--- config.mk ---
export PLATFORM = sky130hd
export DESIGN_NAME = fetch_queue
export DESIGN_NICKNAME = d
export VERILOG_FILES = /design/src/rtl/fetch_queue.sv
export SDC_FILE = /design/constraint.sdc
export NUM_CORES = 1
export LEC_CHECK = 0
export BUFFER_PORTS_ARGS = -buffer_cell sky130_fd_sc_hd__buf_2
export CAP_MARGIN = 5
export CORE_MARGIN = 4
export CORE_UTILIZATION = 55
export CTS_CLUSTER_SIZE = 16
export DETAILED_ROUTE_END_ITERATION = 10
export PLACE_DENSITY = 0.78
export SLEW_MARGIN = 40
export SYNTH_ARGS = -nofsm -noshare
export SYNTH_HDL_FRONTEND = slang
export SYNTH_SLANG_ARGS = --single-unit
--- constraint.sdc ---
create_clock -name clk -period 3.9 [get_ports clk]
set_input_delay 0 -clock clk [delete_from_list [all_inputs] [get_ports clk]]
set_output_delay 0 -clock clk [all_outputs]
set_load 0.01 [all_outputs]
--- src/rtl/fetch_queue.sv ---
// Instruction prefetch queue: issues sequential byte fetches and buffers the returned bytes in a
// small FIFO for pipe_stage0. Supports flush/redirect and a shared memory bus (memGrant).
module fetch_queue #(
  parameter int unsigned DEPTH      = 4,
  parameter logic [15:0] RESET_ADDR = 16'h0000
) (
  input  logic        clk,
  input  logic        reset_in,
  input  logic        memGrant,
  input  logic [7:0]  MemDataIn,
  input  logic        flush,
  input  logic [15:0] flushAddr,
  input  logic        ready,
  output logic        memReq,
  output logic [15:0] AddrOut,
  output logic [7:0]  PipeOut,
  output logic        valid,
  output logic [3:0]  count
);

  localparam int unsigned PtrW = $clog2(DEPTH);

  typedef enum logic [1:0] {StReset, StFetch, StFlush} state_e;

  state_e          state_q;
  logic [15:0]     addr_q;
  logic            inflight_q;
  logic [3:0]      count_q;
  logic [PtrW-1:0] rd_ptr_q;
  logic [PtrW-1:0] wr_ptr_q;
  logic [7:0]      mem_q [DEPTH];

  logic       push;
  logic       pop;
  logic       accept;
  logic [4:0] occupancy;

  always_comb begin
    // Reserve a slot for every outstanding request so a returning byte always fits.
    occupancy = {1'b0, count_q} + {4'b0000, inflight_q} + 5'd1;
    memReq    = (state_q == StFetch) && (occupancy <= 5'(DEPTH));
    accept    = memReq && memGrant;
    valid     = (count_q != 4'd0);
    PipeOut   = valid ? mem_q[rd_ptr_q] : 8'h00;
    pop       = valid && ready;
    push      = inflight_q;
  end

  assign AddrOut = addr_q;
  assign count   = count_q;

  always_ff @(posedge clk) begin
    if (reset_in) begin
      state_q    <= StReset;
      addr_q     <= RESET_ADDR;
      inflight_q <= 1'b0;
      count_q    <= 4'd0;
      rd_ptr_q   <= '0;
      wr_ptr_q   <= '0;
    end else begin
      unique case (state_q)
        StReset: state_q <= StFetch;
        StFetch: begin
          if (flush) begin
            // Dropping inflight_q discards any byte still on its way back.
            state_q    <= StFlush;
            addr_q     <= flushAddr;
            inflight_q <= 1'b0;
            count_q    <= 4'd0;
            rd_ptr_q   <= '0;
            wr_ptr_q   <= '0;
          end else begin
            inflight_q <= accept;
            if (accept) addr_q <= addr_q + 16'd1;
            if (push) begin
              mem_q[wr_ptr_q] <= MemDataIn;
              wr_ptr_q        <= wr_ptr_q + PtrW'(1);
            end
            if (pop) rd_ptr_q <= rd_ptr_q + PtrW'(1);
            count_q <= count_q + {3'b000, push} - {3'b000, pop};
          end
        end
        StFlush: begin
          if (flush) addr_q <= flushAddr;
          else       state_q <= StFetch;
        end
        default: state_q <= StReset;
      endcase
    end
  end

endmodule

Word level (Yosys, flattened, before mapping)

Memories as Yosys holds them, arrays and structs flattened. A register that Yosys moved wholly into a read port is not among the register bits.
Index checks and enable logic that the tools add are counted.

Muxes and demuxes: 21
Add/subtract/negate cells: 7
$lt $le $gt $ge: 1
Equality and inequality tests: 6
Reductions and logical operators: 12

Operators with widths:

| cell                                                | count |
|---|---|
| two-way mux 16 bit                                  | 3 |
| case mux 16 bit (2 select lines)                    | 1 |
| adder 16 x 1 -> 16 bit, second input constant       | 1 |
| two-way mux 2 bit                                   | 8 |
| two-way mux 8 bit                                   | 1 |
| two-way mux 1 bit                                   | 6 |
| inequality test 2 bit, second input constant        | 3 |
| case mux 2 bit (3 select lines)                     | 1 |
| AND reduction 2 bit                                 | 3 |
| nonzero test 2 bit                                  | 3 |
| adder 4 x 1 -> 5 bit                                | 1 |
| adder 5 x 1 -> 5 bit, second input constant         | 1 |
| <= comparator 5 x 3 -> 1 bit, second input constant | 1 |
| adder 2 x 1 -> 2 bit, second input constant         | 2 |
| adder 4 x 1 -> 4 bit                                | 1 |
| two-way mux 4 bit                                   | 1 |
| nonzero test 4 bit                                  | 1 |
| subtractor 4 x 1 -> 4 bit                           | 1 |
| logical AND 1 bit                                   | 3 |
| inequality test 3 bit, second input constant        | 1 |
| AND reduction 3 bit                                 | 1 |
| == test 2 x 1 -> 1 bit, second input constant       | 1 |
| == test 2 bit, second input constant                | 1 |
| logical NOT 2 bit                                   | 1 |

Word-level logic and storage cells: 54
Register bits after elaboration: 27
Output and inout bits: 30
RAM bits: 32
Memories: 1
Bits of input ports: 29

Memories:

| memory | depth | width | rd ports | clocked after Yosys merged registers in | write ports | line | source |
|---|---|---|---|---|---|---|---|
| mem_q  | 4     | 8     | 1        | 1                                       | 1           | 31   | `logic [7:0] mem_q [DEPTH];` |

Depth between registers and ports, before layout

Word-level depth: 8
Depth in mapped cells: 12
Gate-level depth less buffers: 12

Worst setup path before layout

OpenSTA, ideal clock, no wires.

Path kind: register to register
From: reg count_q[2], in the netlist count[2]
To: reg count_q[2], in the netlist count[2]
Buffers on the path: 0
Setup slack: 1.404 ns
Period minus slack after synthesis: 2.496 ns
Stages on the path, launching flop included: 12
Arrival: 2.369 ns
Required time: 3.772 ns
Setup time: 0.128 ns
Cell sequence: dfxtp_1 inv_1 ha_1 nor3b_2 nor2b_1 ha_1 inv_1 ha_1 fa_1 xor2_1 a22oi_1 nor2_1

Word-level cells in the longest chain between the ends: 4
Elaborated cells between the ends (all ways): 5
Classes of those cells: add/sub (2); mux (1); reduce/logical (2)

RTL lines:

| item                                                         | line | source |
|---|---|---|
| start, declared                                              | 28   | `logic [3:0] count_q;` |
| start signal, assigned                                       | 80   | `count_q <= count_q + {3'b000, push} - {3'b000, pop};` |
| branches (longest 2 deep; another with adder 4 x 1 -> 4 bit) | -    |  |
| subtractor 4 x 1 -> 4 bit *                                  | 80   |  |
| two-way mux 4 bit *                                          | 64   | `if (flush) begin` |

Every way passes the cells marked *.
A chain may end at the register's enable or synchronous reset.

Final worst setup path

From: reg count_q[2], in the netlist count[2]
To: reg count_q[3], in the netlist count[3]

Same word-level chain as after synthesis.

==> run metrics <==
status complete, no violations; Async S/R FF share, synth 0; Die Ht 82.14 um; Die X 82.14 um; most frequent cells in the layout buf_2 (58), edfxtp_1 (32), dfxtp_1 (29); Final setup viols 0; RSZ-0062 raised after global routing false; largest net degree at the start of global routing 33; peak supply drop 0.2401 mV; Seq/Total Area, Yosys 0.5099; setup TNS 0 ns; worst hold endpoint AddrOut[15]; commonest non-fill, non-tap cell in the layout buf_2; CTS H-tree depth 3; final setup skew 0.006146 ns; max-slew violations 0; DRT Wirelength 6477 um; ys flop type edfxtp_1; Crit path arrival time 2.99 ns; # IOs 59; Max Cap Violations 0; Mapped Nets 322; reg2reg path depth 13; Avg Cell Area, Syn 10.87 um^2; PwrDens 370.4 nW/um^2; vias in the first global route 2395; DRC Markers 0; worst-case clock buffer depth 2; Tot GR Track Use 0.2127; drt pass-1 iters 4; Setup CP Type register to register; total gr overflow 0; Via Count 2379; Fmax 365.3 MHz; worst hold path startpoint flushAddr[15]; RR Endpoint count[3]; Core Box Area 5205 um^2; initial antenna violation count 0; post-synthesis cell count 278; first-pass GRT wire length 10760 um; ant diodes 0; Sink Count 61; Leak 1.430 nW; WP data required 4.15 ns; clock insertion delay at the later pin of the skew report 0.32 ns; Worst-Margin Slew 0.7751 ns; Avg Vias per Cell 5.598; TritonCTS clock tree yes; Post-synth EDFFs 32; DR WL/cell 15.24 um; Crit. End Element register; Final period util 0.7019; fin util 0.7082; Worst Hold Class input port to register; layout cells sized above 1 0.2535; RR Startpoint count[2]; Hold Path Depth 4; Post-CTS Setup Inserts 0; Synth Cell Area 3023 um^2; Startpoint Class register; Final Hold Viols 0; Die ar. 6746 um^2; Initial Util 0.5808; post-route ant nets 0; Starting DRT DRC Count 93; nets@finish 395; area grow syn2layout 21.94%; Num CTS Buffers 9; post-synthesis register bit count 61; fin crit period 2.737 ns; Slew HR 0.4822; FP Rows 26; Reg2Reg Setup Slack 1.16 ns; synth warn 0; Post-DP HPWL 4301 um; Final GP Congestion 0.7943; clock-pin slew on the worst setup and hold paths 0.06 ns; Synth cell types 50; Root Buffer clkbuf_8; largest fanout on the critical path 10; IO Port Bufs 58
## per-stage QoR
| step | instance area, um^2 | cells | power [mW] | hold slack [ns] | setup slack [ns] |
|---|---|---|---|---|---|
| final | 3686 | 425 | 1.365 | 0.02081 | 1.163 |
| after global routing | 3686 | 425 | 1.423 | 0.01573 | 0.9666 |
| after CTS | 3685 | 425 | 1.374 | 0.008808 | 1.174 |
| after detailed placement | 3354 | 395 | 0.8508 | 0.2239 | 1.214 |
| after global placement | 3352 | 395 | 0.8470 | 0.2172 | 1.376 |
| after floorplan | 3023 | 278 | 0.8021 | 0.09887 | 1.404 |
## layout make-up
cell class                 instances  area [um^2]
clock buffer                      10        127.6
sequential                        61         1541
fill                             384         1519
timing repair buffer              74        447.9
inverter                          14        52.55
multi-input combinational        191         1376
clock inverter                     5        52.55
tap                               70        87.58
## cells by family (layout without fill, tap and decap cells)
logic type      Yosys count  count (layout)  share of synthesized area
fa+ha+maj                16              16                    0.06788
flops                    61              61                     0.5099
xor+xnor                  5               5                    0.01449
compound gates           64              64                     0.1391
buf+inv                  26             103                    0.03601
mux                       9               9                    0.06333
simple gates             97              97                     0.1693
## synthesized netlist by cell type, types with 2 or more instances
cell type  number  area, um^2
nand3_1         6       30.03
o32ai_1         4       35.03
a31oi_1         4       25.02
inv_1          11       41.29
nor3_1          9       45.04
a211oi_1        3       22.52
a32oi_1         2       17.52
mux4_2          8       180.2
o31a_1          2       17.52
buf_2           6       30.03
a21oi_1        25       125.1
or2_2           2       12.51
a21o_1          5       37.54
nand4_1         4       25.02
o21ai_0         3       15.01
ha_1           14       175.2
xor2_1          2       17.52
inv_2           2       7.510
o21ai_1         7       35.03
dfxtp_1        29       580.6
edfxtp_1       32       960.9
clkbuf_1        5       18.77
and2_1          5       31.28
nand2_1        20       75.07
nor2_1         22       82.58
a311oi_1        2       17.52
xnor2_1         3       26.28
nor2b_1        12       75.07
nand2b_1        5       31.28
nand4b_1        3       26.28
a22oi_1         2       15.01
## layer usage
metal / vias up / global-route usage / routed length (um)
met5: - / 0 / 0
met4: 0 / 0.06811 / 90
met3: 8 / 0.06182 / 373
met2: 70 / 0.3554 / 3171
met1: 1134 / 0.2662 / 2841
li1: 1167 / - / -
## how the worst max path moves through the flow
stage	startpoint	end	slack, ns	depth (start not counted)
detailed placement	count[2]	count[3]	1.21	13
finish	count[2]	count[3]	1.16	13
global placement	count[2]	count[3]	1.38	13
CTS	count[2]	count[3]	1.17	13
floorplan	count[2]	count[2]	1.40	11
global route	count[2]	count[3]	0.97	13
## registers in the layout (all words and copies together) (netlist names), named ones only
signal,cells
AddrOut,16
count,4
inflight_q,1
mem_q,32
rd_ptr_q,2
state_q,2
wr_ptr_q,2
## worst max-delay path: stages, from the launching register on
cell	delay, ns
dfxtp_1	0.43
inv_1	0.10
ha_1	0.20
nor3b_2	0.15
buf_4	0.18
nor2b_1	0.31
ha_1	0.22
inv_1	0.06
ha_1	0.27
a21o_1	0.16
a21oi_1	0.16
xor2_1	0.16
nand3_1	0.09
a21oi_1	0.16
## report_power, final
part	total [mW]	leakage (nW)	switching (mW)	internal (mW)
registers	0.708	0.524	0.0190	0.689
logic	0.143	0.823	0.0803	0.0624
clock network	0.514	0.0835	0.227	0.287
total	1.37	1.43	0.326	1.04
## repair_timing
| action | 4_1_cts | 5_1_grt |
|---|---|---|
| hold buffers | 15 | 0 |
| endpoints found under the hold margin | 39 | 0 |
| resized for setup | 0 | 0 |
Note: power is estimated with default switching activity, not from simulation.
